===== src/rtl/fetch_pkg.sv =====
// Shared encodings for the instruction fetch unit: FSM states and branch condition codes.
// Pure type/constant package, no logic.
package fetch_pkg;

  typedef enum logic [2:0] {
    ST_IDLE  = 3'd0,
    ST_REQ   = 3'd1,
    ST_WAIT  = 3'd2,
    ST_VALID = 3'd3,
    ST_HALT  = 3'd4
  } fetch_state_e;

  typedef enum logic [1:0] {
    BR_NONE   = 2'b00,
    BR_ZERO   = 2'b01,
    BR_NZERO  = 2'b10,
    BR_ALWAYS = 2'b11
  } br_type_e;

endpackage


===== src/rtl/pc_next_calc.sv =====
// Next-PC arithmetic: sequential, PC-relative branch and region-absolute jump targets with priority.
// Purely combinational, zero latency; no flow control.
module pc_next_calc
  import fetch_pkg::*;
#(
  parameter int PC_W  = 30,
  parameter int IMM_W = 16,
  parameter int JT_W  = 26
) (
  input  logic [PC_W-1:0]  pc_i,
  input  logic [1:0]       br_type_i,
  input  logic             zero_i,
  input  logic [IMM_W-1:0] imm_i,
  input  logic             jump_i,
  input  logic [JT_W-1:0]  jump_target_i,
  output logic [PC_W-1:0]  next_pc_o
);

  logic [PC_W-1:0] seq;
  logic [PC_W-1:0] imm_sext;
  logic [PC_W-1:0] br_tgt;
  logic [PC_W-1:0] jmp_tgt;
  logic            br_taken;
  br_type_e        br_kind;

  // Addition naturally wraps modulo 2^PC_W, so all-ones rolls over to zero.
  assign seq = pc_i + {{(PC_W-1){1'b0}}, 1'b1};

  // Bit-wise construction stays legal even when IMM_W or JT_W equals PC_W.
  for (genvar i = 0; i < PC_W; i++) begin : g_ext
    if (i < IMM_W) begin : g_imm_lo
      assign imm_sext[i] = imm_i[i];
    end else begin : g_imm_hi
      assign imm_sext[i] = imm_i[IMM_W-1];
    end
    if (i < JT_W) begin : g_jt_lo
      assign jmp_tgt[i] = jump_target_i[i];
    end else begin : g_jt_hi
      assign jmp_tgt[i] = seq[i];
    end
  end

  assign br_tgt  = seq + imm_sext;
  assign br_kind = br_type_e'(br_type_i);

  always_comb begin
    br_taken = 1'b0;
    unique case (br_kind)
      BR_NONE:   br_taken = 1'b0;
      BR_ZERO:   br_taken = zero_i;
      BR_NZERO:  br_taken = ~zero_i;
      BR_ALWAYS: br_taken = 1'b1;
      default:   br_taken = 1'b0;
    endcase
  end

  always_comb begin
    next_pc_o = seq;
    if (jump_i) begin
      next_pc_o = jmp_tgt;
    end else if (br_taken) begin
      next_pc_o = br_tgt;
    end
  end

endmodule


===== src/rtl/pc_fetch_unit.sv =====
// Single-outstanding instruction fetch FSM; request to valid is gnt + rvalid + 1 cycle.
// Holds instr stable while instr_ready is low; a bus error halts fetching until reset.
module pc_fetch_unit
  import fetch_pkg::*;
#(
  parameter int              PC_W     = 30,
  parameter int              IMM_W    = 16,
  parameter int              JT_W     = 26,
  parameter logic [PC_W-1:0] RESET_PC = '0
) (
  input  logic             clk,
  input  logic             reset_n,
  output logic             imem_req,
  output logic [PC_W-1:0]  imem_addr,
  input  logic             imem_gnt,
  input  logic             imem_rvalid,
  input  logic [31:0]      imem_rdata,
  input  logic             imem_err,
  output logic [31:0]      instr,
  output logic [PC_W-1:0]  instr_pc,
  output logic             instr_valid,
  input  logic             instr_ready,
  input  logic [1:0]       br_type,
  input  logic             zero,
  input  logic [IMM_W-1:0] imm,
  input  logic             jump,
  input  logic [JT_W-1:0]  jump_target,
  output logic             fault
);

  fetch_state_e    state_q;
  logic [PC_W-1:0] pc_q;
  logic [PC_W-1:0] pc_d;
  logic [31:0]     instr_q;
  logic [PC_W-1:0] instr_pc_q;
  logic            instr_valid_q;
  logic            imem_req_q;
  logic            fault_q;

  // Branch inputs only matter on the retiring VALID cycle; the FSM gates the load.
  pc_next_calc #(
    .PC_W  (PC_W),
    .IMM_W (IMM_W),
    .JT_W  (JT_W)
  ) u_pc_next_calc (
    .pc_i          (instr_pc_q),
    .br_type_i     (br_type),
    .zero_i        (zero),
    .imm_i         (imm),
    .jump_i        (jump),
    .jump_target_i (jump_target),
    .next_pc_o     (pc_d)
  );

  always_ff @(posedge clk or negedge reset_n) begin
    if (!reset_n) begin
      state_q       <= ST_IDLE;
      pc_q          <= RESET_PC;
      instr_q       <= '0;
      instr_pc_q    <= '0;
      instr_valid_q <= 1'b0;
      imem_req_q    <= 1'b0;
      fault_q       <= 1'b0;
    end else begin
      unique case (state_q)
        ST_IDLE: begin
          imem_req_q <= 1'b1;
          state_q    <= ST_REQ;
        end
        ST_REQ: begin
          // rvalid in the grant cycle is deliberately ignored; memory holds it into WAIT.
          if (imem_gnt) begin
            imem_req_q <= 1'b0;
            state_q    <= ST_WAIT;
          end
        end
        ST_WAIT: begin
          if (imem_rvalid) begin
            if (imem_err) begin
              fault_q <= 1'b1;
              state_q <= ST_HALT;
            end else begin
              instr_q       <= imem_rdata;
              instr_pc_q    <= pc_q;
              instr_valid_q <= 1'b1;
              state_q       <= ST_VALID;
            end
          end
        end
        ST_VALID: begin
          if (instr_ready) begin
            pc_q          <= pc_d;
            instr_valid_q <= 1'b0;
            imem_req_q    <= 1'b1;
            state_q       <= ST_REQ;
          end
        end
        ST_HALT: begin
          imem_req_q    <= 1'b0;
          instr_valid_q <= 1'b0;
          fault_q       <= 1'b1;
        end
        default: begin
          imem_req_q    <= 1'b0;
          instr_valid_q <= 1'b0;
          state_q       <= ST_IDLE;
        end
      endcase
    end
  end

  assign imem_req    = imem_req_q;
  assign imem_addr   = pc_q;
  assign instr       = instr_q;
  assign instr_pc    = instr_pc_q;
  assign instr_valid = instr_valid_q;
  assign fault       = fault_q;

endmodule


===== config.mk =====
export PLATFORM = sky130hd
export DESIGN_NAME = pc_fetch_unit
export DESIGN_NICKNAME = d
export VERILOG_FILES = /design/src/rtl/fetch_pkg.sv /design/src/rtl/pc_next_calc.sv /design/src/rtl/pc_fetch_unit.sv
export SDC_FILE = /design/constraint.sdc
export NUM_CORES = 1
export LEC_CHECK = 0
export CAP_MARGIN = 20
export CORE_MARGIN = 2
export CORE_UTILIZATION = 50
export DETAILED_ROUTE_END_ITERATION = 8
export HOLD_SLACK_MARGIN = 0.02
export PLACE_DENSITY_LB_ADDON = 0.2
export REMOVE_ABC_BUFFERS = 1
export SETUP_SLACK_MARGIN = 0.2
export SLEW_MARGIN = 20
export SYNTH_ARGS = -nofsm -noshare
export SYNTH_HDL_FRONTEND = slang
export SYNTH_HIERARCHICAL = 1
export SYNTH_SLANG_ARGS = --single-unit
export TNS_END_PERCENT = 10

===== constraint.sdc =====
create_clock -name clk -period 4.2 [get_ports clk]
set_input_delay 0.63 -clock clk [delete_from_list [all_inputs] [get_ports clk]]
set_output_delay 0.63 -clock clk [all_outputs]
set_load 0.1 [all_outputs]

# Word level (Yosys, flattened, before mapping)
# Cells that the tools add are included.
# word_totals
out_inout_bits	95
romBits	0
latchBits	0
mem_bits_rw	0
n_memories	0
regBits	98
word_cells	54
# classes
mux	18
eq_ne	12
div_mod_pow	0
n_bitwise	5
magnitude_cmp	0
n_reduce_logical	10
multipliers	0
n_addsub	2
shift	0
# op_table
operator	count
$mux 30	2
$add 30x1->30 const B	1
$add 30x30->30	1
$pmux 3 s5	1
$mux 3	4
$ne 2x2->1 const B	5
$reduce_and 3->1	3
$pmux 1 s4	2
$reduce_and 4->1	2
$mux 1	7
$eq 3x2->1 const B	2
$not 1->1	5
$eq 2x2->1 const B	2
$eq 3x1->1 const B	1
$eq 3x3->1 const B	1
$logic_not 3->1	1
$pmux 1 s3	1
$eq 2x1->1 const B	1
$logic_not 2->1	1
$pmux 1 s2	1
$reduce_and 2->1	1
$reduce_bool 2->1	1
$reduce_or 2->1	1

# Logic depth before layout (Yosys ltp)
# Gate-level depths: netlist of run 1.
# logic_depth
ltp_word	4
depth_mapped	17
ltp_nobuf	16

# Cells and area by module
# The synthesis of run 1 kept the hierarchy.
# by_module_without_submodules
module	cells_each	n_inst	area_per_inst_um2
pc_fetch_unit	227	1	4043.9
pc_next_calc	422	1	2870.3

# Worst setup path after synthesis of run 1
# No wires, ideal clock.
# synth_timing
kind	reg-to-reg
startpoint	reg instr_pc_q[2], in the netlist instr_pc[2]
endpoint	reg pc_q[25], in the netlist imem_addr[25]
slack_ns	-0.273
stages_incl_launch_ff	17
arrival_ns	4.347
setup_time_ns	0.126
required_time_ns	4.074
cell_sequence	dfrtp_1 and4_1 clkbuf_1 and2_1 clkbuf_1 nand2_1 xnor2_1 ha_1 and2_2 and3_2 and3_2 a22o_4 o2111ai_4 a21oi_2 or4_1 and3_1 mux2_2
# synth_between
elab_chain_len	4
# synth_lines
element	line_no	source
start: declaration	pc_fetch_unit.sv:35	logic [PC_W-1:0] instr_pc_q;
start signal: assignment	pc_fetch_unit.sv:84	instr_pc_q <= pc_q;
$add 30x1->30 (*)	pc_next_calc.sv:27	assign seq = pc_i + {{(PC_W-1){1'b0}}, 1'b1};
$add 30x30->30	pc_next_calc.sv:43	assign br_tgt = seq + imm_sext;
$mux 30 (*)	pc_next_calc.sv:61	end else if (br_taken) begin
$mux 30 (*)	pc_next_calc.sv:59	if (jump_i) begin
named net pc_d[25]	pc_fetch_unit.sv:33	logic [PC_W-1:0] pc_d;
end signal: assignment	pc_fetch_unit.sv:92	pc_q <= pc_d;
end: declaration	pc_fetch_unit.sv:32	logic [PC_W-1:0] pc_q;
# Mark *: on every way through the listed nets, which the timed path passes. The rest lies on a longest branch.
# A chain may end at the register's enable or synchronous reset.

# Worst setup path in the final report of run 1
# layout_timing
startpoint	reg instr_pc_q[5], in the netlist instr_pc[5]
endpoint	reg pc_q[25], in the netlist imem_addr[25]
# The elaborated chain is that of the path after synthesis.

==> impl_metrics.env, run 1 <==
export IMPL_status="completed"
export IMPL_maxCapViolCount=0
export IMPL_critPathRequiredTime_ps=4440
export IMPL_cts_buffers=9
export IMPL_pin_count=179
export IMPL_synth_edff_count=0
export IMPL_gr_total_overflow=0
export IMPL_ant_nets=0
export IMPL_fin_nets=948
export IMPL_htree_levels=3
export IMPL_crit_arrival_ps=4110
export IMPL_cts_sinks=98
export IMPL_relSlewSlack_pct=29.7
export IMPL_dp_hpwl_mm=15.3
export IMPL_layout_commonest_cell="clkdlybuf4s50_1"
export IMPL_synthCells=649
export IMPL_diodes=0
export IMPL_first_iter_violations=616
export IMPL_drv_slew=0
export IMPL_hold_viol_final=0
export IMPL_root_buffer="clkbuf_16"
export IMPL_rrSetupSlack_ps=330
export IMPL_avgSynthCellArea_um2=10.7
export IMPL_clk_insertion_delay_late_ps=350
export IMPL_die_w_um=122
export IMPL_async_flop_share_pct=100
export IMPL_vias=5791
export IMPL_pre_cts_ws_ps=277
export IMPL_die_h_um=122
export IMPL_yosysSeqAreaShare_pct=35.5
export IMPL_synthFlopType="dfrtp_1"
export IMPL_floorplan_initialDensity_pct=51.8
export IMPL_layout_min_cycle_time_ps=3870
export IMPL_max_freq_mhz=258
export IMPL_layout_drive_gt1_share_pct=18.9
export IMPL_firstDrtPassIters=5
export IMPL_r2r_start="instr_pc[5]"
export IMPL_synth_cell_types=68
export IMPL_tightest_slew_ps=1050
export IMPL_clockBufferDepth=2
export IMPL_viasPerCell=5.75
export IMPL_core_area_um2=13300
export IMPL_ys_ff_latch=98
export IMPL_drc_errors=0
export IMPL_rsz0062_at_grt="true"
export IMPL_grt_first_pass_wirelength_mm=31.1
export IMPL_cp_max_fo=7
export IMPL_grt_max_degree=74
export IMPL_clock_skew_ps=6.79
export IMPL_grt_pass1_vias=5700
export IMPL_cp_start_kind="flip-flop"
export IMPL_yosysWarnings=6
export IMPL_critPathLaunch="instr_pc[5]"
export IMPL_min_path_type="input pin to asynchronous set/reset pin"
export IMPL_crit_type="flip-flop to flip-flop"
export IMPL_layout_setup_ws_ps=326
export IMPL_antenna_found_initial=0
export IMPL_placed_area_um2=8780
export IMPL_reg2regPathDepth=14
export IMPL_synthToLayoutAreaGrowth_pct=31.5
export IMPL_num_rows=42
export IMPL_wirelength_mm=20.0
export IMPL_stdcell_area_um2=9090
export IMPL_syn_area_um2=6910
export IMPL_setup_viol=0
export IMPL_grt_usage_pct=27.3
export IMPL_io_buffers=178
export IMPL_end_kind="flip-flop"
export IMPL_r2r_end="imem_addr[25]"
export IMPL_wire_per_inst_um=19.8
export IMPL_layout_worst_path_cycle_share_pct=92.2
export IMPL_layout_common_cells="clkdlybuf4s50_1, dfrtp_1, mux2_4"
export IMPL_clk_pin_slew_worst_paths_ps=70
export IMPL_dieArea_um2=14800
export IMPL_place_congestion=0.941
export IMPL_cts_tree="built"
==> how the worst max path moves through the flow <==
stage                    endpoint  slack, ps  cells past startpoint
finish              imem_addr[25]        330                     14
global route        imem_addr[25]        140                     14
CTS                 imem_addr[25]        290                     14
detailed placement  imem_addr[25]        280                     14
global placement    imem_addr[25]        410                     14
floorplan               instr[24]      -1050                      3
==> sequential cells by signal, summed over array words and instances, names as in the netlist <==
signal and cells:
fault 1, imem_addr 30, imem_req 1, instr 32, instr_pc 30, instr_valid 1, state_q 3
==> metrics by stage <==
stage          hold slack [ps]  TNS (ps)  utilization (%)  std cells
6_report                   406         0             68.1       1007
3_3_place_gp               454         0             65.8        991
5_1_grt                    485         0             68.1       1007
3_5_place_dp               458         0             65.8        991
4_1_cts                    434         0             68.0       1007
2_1_floorplan              334    -61710                -        624
==> cells in the mapped netlist, types with 4 or more instances <==
library cell / instances / share of area, %
nor3_1: 10 / 0.72
and4_1: 4 / 0.51
nand2b_1: 4 / 0.36
xnor2_1: 30 / 3.8
a21o_1: 11 / 1.2
nand4_1: 13 / 1.2
mux2_2: 37 / 6.0
xor2_1: 14 / 1.8
a31oi_1: 4 / 0.36
buf_12: 6 / 1.7
o21a_1: 15 / 1.6
a211oi_1: 10 / 1.1
o21ai_0: 31 / 2.2
nor2_1: 35 / 1.9
nand2_1: 49 / 2.7
o211ai_1: 8 / 0.87
a21oi_1: 48 / 3.5
o21bai_1: 6 / 0.65
inv_1: 14 / 0.76
and3_1: 9 / 0.81
ha_1: 37 / 6.7
clkbuf_1: 10 / 0.54
dfrtp_1: 98 / 35
mux2_4: 61 / 13
nand3_1: 14 / 1.0
==> per-layer routing <==
| layer | wire length [um] | GRT usage (%) | up-vias |
|---|---|---|---|
| met5 | 0 | 0 | - |
| met4 | 367 | 7.83 | 0 |
| met3 | 1460 | 5.34 | 26 |
| met2 | 8960 | 41.6 | 236 |
| met1 | 9180 | 39.8 | 2799 |
| li1 | - | - | 2730 |
==> kinds of logic after synthesis <==
| group | count (synthesis) | synth area share, % |
|---|---|---|
| AND/OR/NAND/NOR | 166 | 12.4 |
| AO/OA/AOI/OAI | 163 | 15.6 |
| multiplexers | 101 | 19.7 |
| flip-flops | 98 | 35.5 |
| XOR/XNOR | 44 | 5.57 |
| buffers and inverters | 39 | 4.29 |
| adder cells (fa/ha/maj) | 38 | 6.99 |
==> final cells by class <==
class,count,area [um2]
Timing Repair Buffer,191,1880
Fill cell,1009,4260
Tap cell,176,220
Inverter,14,52.6
Clock buffer,10,239
Clock inverter,6,57.6
Sequential cell,98,2460
Multi-Input combinational cell,512,4190
==> worst max-delay path, cell delays in order, from the launching register on <==
cell       delay [ps]
dfrtp_1           430
and4_2            330
and2_1            250
nand2_1            90
xnor2_1           220
ha_1              340
and2_2            230
and3_2            220
and3_2            220
a22o_4            230
o2111ai_4         290
a21oi_2           100
or4_1             390
and3_1            170
mux2_2            250
==> what timing repair did <==
action | CTS | global route
setup buffers | 0 | 0
resized for setup | 0 | 7
setup endpoints to repair | 0 | 7
hold buffers | 0 | 0
Power of run 1 is not shown: default switching activity piles up to over one toggle a cycle in this logic, so the estimate is an artifact.
==> run 2, diff against run 1 <==
- GPL_TIMING_DRIVEN: unset -> 0
==> run 2 against run 1 <==
Net effect: fmax increased by 1.2%; count of clock-buffer cells in the layout unchanged; wire length decreased by 4.0%; non-clock buffer count unchanged; flip-flop and latch count unchanged.
==> impl_metrics.env, run 2 (synthesis results as in run 1) <==
export IMPL_first_iter_violations=576
export IMPL_layout_common_cells="clkdlybuf4s50_1, dfrtp_1, mux2_4"
export IMPL_crit_arrival_ps=4100
export IMPL_wire_per_inst_um=19.0
export IMPL_cts_buffers=9
export IMPL_place_congestion=0.950
export IMPL_ant_nets=0
export IMPL_die_h_um=122
export IMPL_floorplan_initialDensity_pct=51.8
export IMPL_drv_slew=0
export IMPL_synthToLayoutAreaGrowth_pct=32.9
export IMPL_cts_tree="built"
export IMPL_rsz0062_at_grt="true"
export IMPL_drc_errors=0
export IMPL_firstDrtPassIters=5
export IMPL_clock_skew_ps=6.97
export IMPL_endpoint="imem_addr[29]"
export IMPL_setup_viol=0
export IMPL_grt_max_degree=80
export IMPL_cp_start_kind="flip-flop"
export IMPL_die_w_um=122
export IMPL_layout_drive_gt1_share_pct=19.7
export IMPL_io_buffers=178
export IMPL_clockBufferDepth=2
export IMPL_critPathLaunch="instr_pc[7]"
export IMPL_r2r_start="instr_pc[7]"
export IMPL_layout_min_cycle_time_ps=3830
export IMPL_pin_count=179
export IMPL_min_path_type="input pin to asynchronous set/reset pin"
export IMPL_cp_max_fo=6
export IMPL_layout_commonest_cell="clkdlybuf4s50_1"
export IMPL_relSlewSlack_pct=28.9
export IMPL_end_kind="flip-flop"
export IMPL_htree_levels=3
export IMPL_core_area_um2=13300
export IMPL_max_freq_mhz=261
export IMPL_clk_insertion_delay_late_ps=330
export IMPL_fin_nets=948
export IMPL_viasPerCell=5.70
export IMPL_grt_first_pass_wirelength_mm=30.0
export IMPL_hold_viol_final=0
export IMPL_clk_pin_slew_worst_paths_ps=70
export IMPL_maxCapViolCount=0
export IMPL_num_rows=42
export IMPL_largest_register_ffs=32
export IMPL_gr_total_overflow=0
export IMPL_dp_hpwl_mm=15.1
export IMPL_reg2regPathDepth=15
export IMPL_dieArea_um2=14800
export IMPL_tightest_slew_ps=1060
export IMPL_wirelength_mm=19.2
export IMPL_antenna_found_initial=0
export IMPL_vias=5735
export IMPL_grt_usage_pct=26.1
export IMPL_status="completed"
export IMPL_root_buffer="clkbuf_16"
export IMPL_cts_sinks=98
export IMPL_layout_worst_path_cycle_share_pct=91.2
export IMPL_whs_ps=126
export IMPL_critPathRequiredTime_ps=4470
export IMPL_r2r_end="imem_addr[29]"
export IMPL_grt_pass1_vias=5645
export IMPL_diodes=0
export IMPL_rrSetupSlack_ps=370
export IMPL_crit_type="flip-flop to flip-flop"
-- run 2: cell count changes in the layout (fill, tap and decap cells not counted), moves of 2 or more --
cell / change
inv_6: -2
nor2_1: +2
clkinv_2: +4
buf_6: +7
dfrtp_2: +5
dfrtp_1: -5
buf_8: +2
buf_4: -11
nor2_2: -2
inv_8: -2
clkinv_4: -2
buf_16: +2
-- run 2: worst min path at each step --
stage / to / cells past startpoint / from / slack (ps)
CTS: fault / 1 / reset_n / 130
detailed placement: fault / 1 / fault / 460
floorplan: fault / 0 / reset_n / 330
finish: fault / 1 / reset_n / 130
global placement: fault / 1 / fault / 460
global route: fault / 1 / reset_n / 130
-- run 2: layout make-up --
class,instances,area [um2]
Clock inverter,6,57.6
Multi-Input combinational cell,512,4210
Clock buffer,10,229
Fill cell,1054,4160
Timing Repair Buffer,191,1950
Inverter,14,52.6
Sequential cell,98,2460
Tap cell,176,220
-- run 2: repair_timing --
action,4_1_cts,5_1_grt
setup buffers,0,3
gates resized for setup,2,14
gates cloned,0,0
hold buffers,0,0
pin swaps,0,2
setup endpoints to repair,1,10
-- run 2: worst max-delay path: stages, from the launching register on --
cell,delay (ps)
dfrtp_2,440
and4_1,270
and3_1,240
nand2_1,110
xnor2_2,160
ha_1,360
and2_2,240
and3_2,220
and3_2,210
a22o_4,230
o2111ai_4,220
buf_4,180
nand3_2,90
mux2_4,320
nor3_2,270
mux2_2,200
-- run 2: routing by layer --
| metal | vias to the layer above | routed length, um | GRT usage [%] |
|---|---|---|---|
| met2 | 193 | 8960 | 42.8 |
| met5 | - | 0 | 0 |
| met1 | 2784 | 8670 | 36.0 |
| met4 | 0 | 274 | 5.10 |
| met3 | 20 | 1280 | 5.81 |
| li1 | 2738 | - | - |
-- run 2: metrics by stage --
step / worst slack [ps] / util [%] / std cells / cell area [um2] / TNS, ps
floorplan: -1050 / - / 624 / 6670 / -61710
detailed placement: 78.1 / 66.3 / 988 / 8840 / 0
finish: 372 / 68.8 / 1007 / 9190 / 0
global route: 176 / 68.8 / 1007 / 9190 / 0
CTS: 218 / 68.4 / 1004 / 9130 / 0
global placement: -2690 / 65.0 / 978 / 8670 / -255480
Power of run 2 is left out for the same reason.
